==> src/rtl/slc.sv <==
// slc: logarithmic barrel rotate-left with a combinational result and a one-cycle registered copy
module slc #(
    parameter int N = 32,
    parameter int K = $clog2(N)
) (
    input  logic         clk,
    input  logic         rst_n,
    input  logic [N-1:0] a,
    input  logic [K-1:0] b,
    input  logic         in_valid,
    output logic [N-1:0] r,
    output logic [N-1:0] r_q,
    output logic         out_valid
);
    logic [K:0][N-1:0] s;

    assign s[0] = a;
    assign r    = s[K];

    genvar j;
    generate
        for (j = 0; j < K; j++) begin : g_lvl
            localparam int S = 1 << j;
            assign s[j+1] = b[j] ? {s[j][N-1-S:0], s[j][N-1:N-S]} : s[j];
        end
    endgenerate

    // capture the rotated word on in_valid; out_valid follows in_valid one cycle later
    always_ff @(posedge clk or negedge rst_n) begin
        if (!rst_n) begin
            r_q       <= '0;
            out_valid <= 1'b0;
        end else begin
            out_valid <= in_valid;
            if (in_valid) r_q <= r;
        end
    end
endmodule

==> config.mk <==
export PLATFORM = sky130hd
export DESIGN_NAME = slc
export DESIGN_NICKNAME = d
export VERILOG_FILES = /design/src/rtl/slc.sv
export SDC_FILE = /design/constraint.sdc
export NUM_CORES = 1
export LEC_CHECK = 0
export CAP_MARGIN = 20
export CORE_MARGIN = 2
export CORE_UTILIZATION = 45
export DETAILED_ROUTE_END_ITERATION = 10
export PLACE_DENSITY = 0.79
export SLEW_MARGIN = 25
export SYNTH_ARGS = -nofsm -noshare
export SYNTH_HDL_FRONTEND = slang
export SYNTH_SLANG_ARGS = --single-unit
==> constraint.sdc <==
create_clock -name clk -period 3.53 [get_ports clk]
set_clock_uncertainty 0.15 [all_clocks]
set_input_delay 0.5295 -clock clk [delete_from_list [all_inputs] [get_ports clk]]
set_output_delay 0.5295 -clock clk [all_outputs]
set_load 0.02 [all_outputs]
==> metrics.csv, run 1 <==
stage,metric,value,unit
status,status,finished clean,
power_and_ir_drop,pwr_density_cell,410,mW/mm2
global_routing,antenna_found_initial,0,
power_and_ir_drop,intPower,1.13,mW
yosys,ys_seq_area_share,26.6,%
setup_path,r2r_start,r_q[26],
cells_and_area,multi_input_area,0.00213,mm2
min_path,hold_class,flop to flop,
clock_network,cts_setup_buffers,0,
run,drv_cap,0,
place,dpl.hpwl,6.87,mm
power_and_ir_drop,clkPwrFrac,15.7,%
floorplan,die_h,87.1,um
yosys,syn_nets,298,
setup_path,endpoint,r[0],
timing,finalMaxSlewViolations,0,
detailed_routing,dr.pass1.iters,4,
clock_network,clk_pin_slew,0.07,ns
clock_network,cts-htree-levels,2,
cells_and_area,final_common_cell,clkdlybuf4s50_1,
timing,fin_ws,0.0733,ns
detailed_routing,via_per_inst,6.45,
timing,timing.fmax,289,MHz
cells_and_area,fin_nets,391,
clock_network,clk_path_buf_depth,2,
place,portBuffers,104,
floorplan,die_w,87.1,um
setup_path,cp_max_fo,32,
floorplan,start_util,46.2,%
setup_path,crit_arrival,2.78,ns
yosys,netlist_area,0.00310,mm2
power_and_ir_drop,comb_power_share,56.5,%
global_routing,grt_start_max_net_pins,34,
detailed_routing,drc,0,
setup_path,required,2.85,ns
global_routing,track_usage,22.9,%
global_routing,grt_pass1_vias,2539,
global_routing,grt_overflow,0,
yosys,avgSynthCellArea,12.0,um2
setup_path,crit_type,primary input to output port,
detailed_routing,drt_wl_total,8.78,mm
global_routing,grt_pass1_wl,13.6,mm
clock_network,clk_latency,0.29,ns
timing,whs,0.356,ns
detailed_routing,wl_per_cell,20.3,um
setup_path,reg2reg_depth,1,
timing,rsz0062_at_grt,false,
cells_and_area,drive_gt1_share,33.0,%
floorplan,core,0.00672,mm2
floorplan,die-area,0.00758,mm2
cells_and_area,diodes,0,
clock_network,cts_buffers,5,
yosys,synth-seq-cells,33,
detailed_routing,ant_nets,0,
power_and_ir_drop,switching_share,37.3,%
clock_network,clock_sinks,33,
timing,relSlewSlack,68.6,%
power_and_ir_drop,vdd_drop_max,0.152,mV
timing,fin_tns_setup,0,ns
setup_path,start_kind,primary input,
setup_path,worst-r2r-setup-slack,2.61,ns
power_and_ir_drop,static-leakage-power,1.80,nW
place,preCtsSetupSlack,0.0428,ns
clock_network,cts_tree,built,
timing,hold_violations,0,
detailed_routing,drtIter0Drc,254,
yosys,synthDistinctLibCells,14,
yosys,ys_warn_count,0,
power_and_ir_drop,share_seq_of_total_power,27.8,%
setup_path,crit_path_end_kind,output port,
power_and_ir_drop,p_switching,0.670,mW
timing,period_needed,3.46,ns
cells_and_area,seq_area,826,um2
timing,finalCritPeriodShare,97.9,%
cells_and_area,fill_cells,499,
cells_and_area,area_delta_synth_final,41.1,%
timing,final-setup-viol-count,0,
clock_network,root_buffer,clkbuf_8,
detailed_routing,vias,2788,
yosys,syn-instance-count,258,
setup_path,crit_start,b[0],
place,place_congestion,0.906,
cells_and_area,most-common-layout-cells,"clkdlybuf4s50_1 (85), o22ai_1 (64), mux2_4 (38)",
floorplan,io_pins,105,
floorplan,num_rows,30,
setup_path,r2r-end,r_q[26],
timing,worstMarginPinSlew,0.472,ns
[cells in the mapped netlist]
cell type   n  area share (%)
dfrtp_1    33              27
or2_1       1            0.20
buf_6       3             1.1
buf_8       1            0.48
clkbuf_1   13             1.6
o22ai_1    64              13
nor2_1     32             3.9
nand2b_1    2            0.40
nand2_1     1            0.12
mux2_4     38              18
buf_2       7             1.1
mux4_2     32              23
mux2_2     26             9.4
buf_1       5            0.60
[per-stage QoR]
step                      util [%]  cell area (um2)  std cells  power [mW]
after detailed placement      63.3             4250        424        1.53
after floorplan                  -             3100        258        1.09
final                         65.2             4380        432        1.80
after CTS                     64.5             4340        432        1.81
after global routing          65.2             4380        432        1.89
after global placement        63.3             4250        424        1.50
[cells by family after synthesis]
kind of cell           share of synthesized area [%]
buffers and inverters                           4.88
multiplexers                                    51.0
flip-flops                                      26.6
AND/OR/NAND/NOR                                 4.60
AO/OA/AOI/OAI                                   12.9
[sequential cells by signal (all words and copies together), names as in the netlist]
register / cells
r_q: 32
out_valid: 1
[routing by layer]
| layer | wire [um] | GRT usage, % | vias up | part of all wire, % |
|---|---|---|---|---|
| met1 | 3900 | 33.5 | 1371 | 44 |
| met5 | 0 | 0 | - | 0 |
| met2 | 3930 | 34.6 | 185 | 45 |
| li1 | - | - | 1222 | - |
| met4 | 123 | 6.11 | 0 | 1.4 |
| met3 | 821 | 4.74 | 10 | 9.4 |
[what timing repair did]
item | CTS | global route
hold buffers | 0 | 0
setup endpoints to repair | 0 | 17
endpoints found under the hold margin | 0 | 0
resized for setup | 0 | 17
[power by group through the flow]
stage               logic [mW]  clock network, mW  registers [mW]
finish                    1.01              0.281           0.500
global route              1.07              0.307           0.509
CTS                       1.02              0.285           0.500
detailed placement        1.02                  0           0.508
global placement          1.00                  0           0.501
floorplan                0.482                  0           0.604
[critical path, stage by stage]
cell and delay, ns:
clkdlybuf4s50_1 0.45, or2_1 0.28, buf_12 0.18, o22ai_1 0.18, nor2_1 0.11, mux4_2 0.50
clkdlybuf4s50_1 0.55
[layout make-up]
| class | instances | area share, % |
|---|---|---|
| Multi-Input combinational cell | 196 | 48.6 |
| Tap cell | 80 | 2.29 |
| Timing Repair Buffer | 115 | 28.4 |
| Sequential cell | 33 | 18.9 |
| Clock inverter | 2 | 0.229 |
| Clock buffer | 6 | 1.66 |
[worst min path at each step]
stage / start / to / slack, ns / cells past startpoint
2_1_floorplan: rst_n / out_valid / 0.08 / 0
3_3_place_gp: r_q[10] / r_q[10] / 0.34 / 1
3_5_place_dp: r_q[6] / r_q[6] / 0.34 / 1
4_1_cts: r_q[15] / r_q[15] / 0.36 / 1
5_1_grt: r_q[15] / r_q[15] / 0.37 / 1
6_report: r_q[20] / r_q[20] / 0.36 / 1
Note: power is estimated with default switching activity, not from simulation.
==> run 2, diff against run 1 <==
--- a/constraint.sdc
+++ b/constraint.sdc
@@ -4,2 +4,2 @@
 set_output_delay 0.5295 -clock clk [all_outputs]
-set_load 0.02 [all_outputs]
+set_load 0.1 [all_outputs]
==> run 2 against run 1 <==
Worst setup slack better by 0.26 ns. Hold slack better by 0.0013 ns. First-iteration DRC count is 46% higher. Count of clock-buffer cells in the layout stayed put. Cell count is 0.46% lower. Die area stayed put. Global-route usage is 0.49 points higher. Cell area is 4.9% higher. Critical endpoint is now r[6]. Largest power group unchanged.
==> metrics.csv, run 2 (same netlist as run 1, synthesis figures left out) <==
stage,metric,value,unit,change
status,status,finished clean,,
setup_path,crit_type,primary input to output port,,
timing,finalCritPeriodShare,90.4,%,-7.5 points
power_and_ir_drop,vdd_drop_max,0.210,mV,+38%
detailed_routing,drtIter0Drc,370,,+46%
global_routing,grt_overflow,0,,unchanged
floorplan,core,0.00672,mm2,unchanged
power_and_ir_drop,static-leakage-power,1.82,nW,+1.1%
clock_network,cts_tree,built,,
cells_and_area,fin_nets,389,,-0.51%
timing,finalMaxSlewViolations,0,,unchanged
timing,timing.fmax,313,MHz,+8.3%
setup_path,cp_max_fo,32,,unchanged
cells_and_area,largest_register_ffs,32,,unchanged
timing,period_needed,3.19,ns,-0.264 ns
timing,final-setup-viol-count,0,,unchanged
power_and_ir_drop,share_seq_of_total_power,17.6,%,-10 points
power_and_ir_drop,p_switching,1.59,mW,+140%
detailed_routing,top_layer_used,met4,,
setup_path,crit_arrival,2.51,ns,-0.27 ns
place,place_congestion,0.946,,+4.5%
global_routing,grt_start_max_net_pins,34,,unchanged
detailed_routing,via_per_inst,6.47,,+0.18%
setup_path,reg2reg_depth,1,,unchanged
clock_network,cts_setup_buffers,0,,unchanged
floorplan,die_w,87.1,um,unchanged
cells_and_area,seq_area,826,um2,unchanged
floorplan,io_pins,105,,unchanged
place,portBuffers,104,,unchanged
clock_network,clock_sinks,33,,unchanged
clock_network,cts_buffers,5,,unchanged
setup_path,worst-r2r-setup-slack,2.60,ns,about the same
cells_and_area,regMostFlops,r_q,,
floorplan,start_util,46.2,%,unchanged
power_and_ir_drop,comb_power_share,72.8,%,+16 points
run,drv_cap,0,,unchanged
global_routing,antenna_found_initial,0,,unchanged
place,dpl.hpwl,6.97,mm,+1.4%
timing,worstMarginPinSlew,0.987,ns,+0.516 ns
cells_and_area,fill_cells,473,,-5.2%
floorplan,num_rows,30,,unchanged
power_and_ir_drop,switching_share,55.9,%,+19 points
setup_path,r2r_start,r_q[31],,
timing,relSlewSlack,34.0,%,-35 points
cells_and_area,diodes,0,,unchanged
cells_and_area,multi_input_area,0.00213,mm2,unchanged
setup_path,start_kind,primary input,,
clock_network,clk_latency,0.27,ns,-0.02 ns
setup_path,required,2.85,ns,about the same
min_path,hold_class,flop to flop,,
min_path,worstHoldPathCells,1,,unchanged
detailed_routing,drt_wl_total,8.82,mm,+0.50%
detailed_routing,vias,2780,,-0.29%
clock_network,cts_hold_buf,0,,unchanged
timing,rsz0062_at_grt,false,,
setup_path,endpoint,r[6],,
clock_network,cts_resized,0,,unchanged
detailed_routing,ant_nets,0,,unchanged
timing,fin_tns_setup,0,ns,unchanged
clock_network,root_buffer,clkbuf_8,,
clock_network,clk_path_buf_depth,2,,unchanged
detailed_routing,met2_length,4.02,mm,+2.1%
clock_network,clk_pin_slew,0.07,ns,about the same
floorplan,die-area,0.00758,mm2,unchanged
detailed_routing,drc,0,,unchanged
cells_and_area,area_delta_synth_final,47.9,%,
global_routing,track_usage,23.4,%,+0.49 points
cells_and_area,utilization,68.3,%,+3.2 points
power_and_ir_drop,clkPwrFrac,9.6,%,-6.1 points
power_and_ir_drop,intPower,1.26,mW,+12%
detailed_routing,wl_per_cell,20.5,um,+0.97%
min_path,hold_start,r_q[17],,
setup_path,crit_start,b[0],,
global_routing,grt_pass1_wl,13.8,mm,+1.7%
detailed_routing,dr.pass1.iters,4,,unchanged
floorplan,die_h,87.1,um,unchanged
setup_path,crit_path_end_kind,output port,,
global_routing,grt_pass1_vias,2607,,+2.7%
setup_path,r2r-end,r_q[31],,
cells_and_area,most-common-layout-cells,"clkdlybuf4s50_1 (70), o22ai_1 (64), mux2_4 (38)",,
timing,hold_violations,0,,unchanged
detailed_routing,wl_met3,733,um,-11%
clock_network,cts-htree-levels,2,,unchanged
detailed_routing,wl_met1,3.82,mm,-2.2%
cells_and_area,final_common_cell,clkdlybuf4s50_1,,
cells_and_area,drive_gt1_share,41.7,%,+8.8 points
power_and_ir_drop,pwr_density_cell,621,mW/mm2,+51%
cells_and_area,top_regs,"r_q: 32 flops, out_valid: 1 flops",,
[run 2: power by group through the flow]
stage                     clock network, mW  logic, mW  registers (mW)
final                                 0.273       2.08           0.502
after global routing                  0.299       2.13           0.513
after CTS                             0.279       2.08           0.502
after detailed placement                  0       2.08           0.510
after global placement                    0       2.06           0.502
after floorplan                           0      0.877            1.09
[run 2: how the worst min path moves through the flow]
stage | to | slack, ns
CTS | r_q[21] | 0.36
global placement | r_q[23] | 0.34
detailed placement | r_q[21] | 0.35
global route | r_q[17] | 0.38
finish | r_q[17] | 0.36
floorplan | out_valid | 0.08
[run 2: cell type report]
class	instances	share of cell area, %
clock buffer	6	1.58
clock inverter	2	0.218
multi-input combinational	196	46.3
sequential	33	18.0
tap	80	2.18
timing repair buffer	113	31.7
[run 2: through the flow]
step	hold WS (ns)	area [um2]	cells	power (mW)	worst slack, ns
final	0.358	4590	430	2.85	0.338
after floorplan	0.0839	3100	258	1.97	0.769
after detailed placement	0.346	4510	422	2.59	0.363
after CTS	0.362	4590	430	2.86	0.360
after global placement	0.339	4510	422	2.56	0.360
after global routing	0.382	4590	430	2.95	0.218
[run 2: worst max-delay path, stage by stage]
cell             delay [ns]
clkdlybuf4s50_1        0.44
or2_1                  0.24
buf_4                  0.23
o22ai_1                0.20
nor2_1                 0.12
mux4_2                 0.55
buf_12                 0.20
[run 2: layer usage]
layer,vias up,track usage [%]
li1,1220,-
met1,1334,33.6
met2,202,35.9
met3,24,3.51
met4,0,8.66
met5,-,0
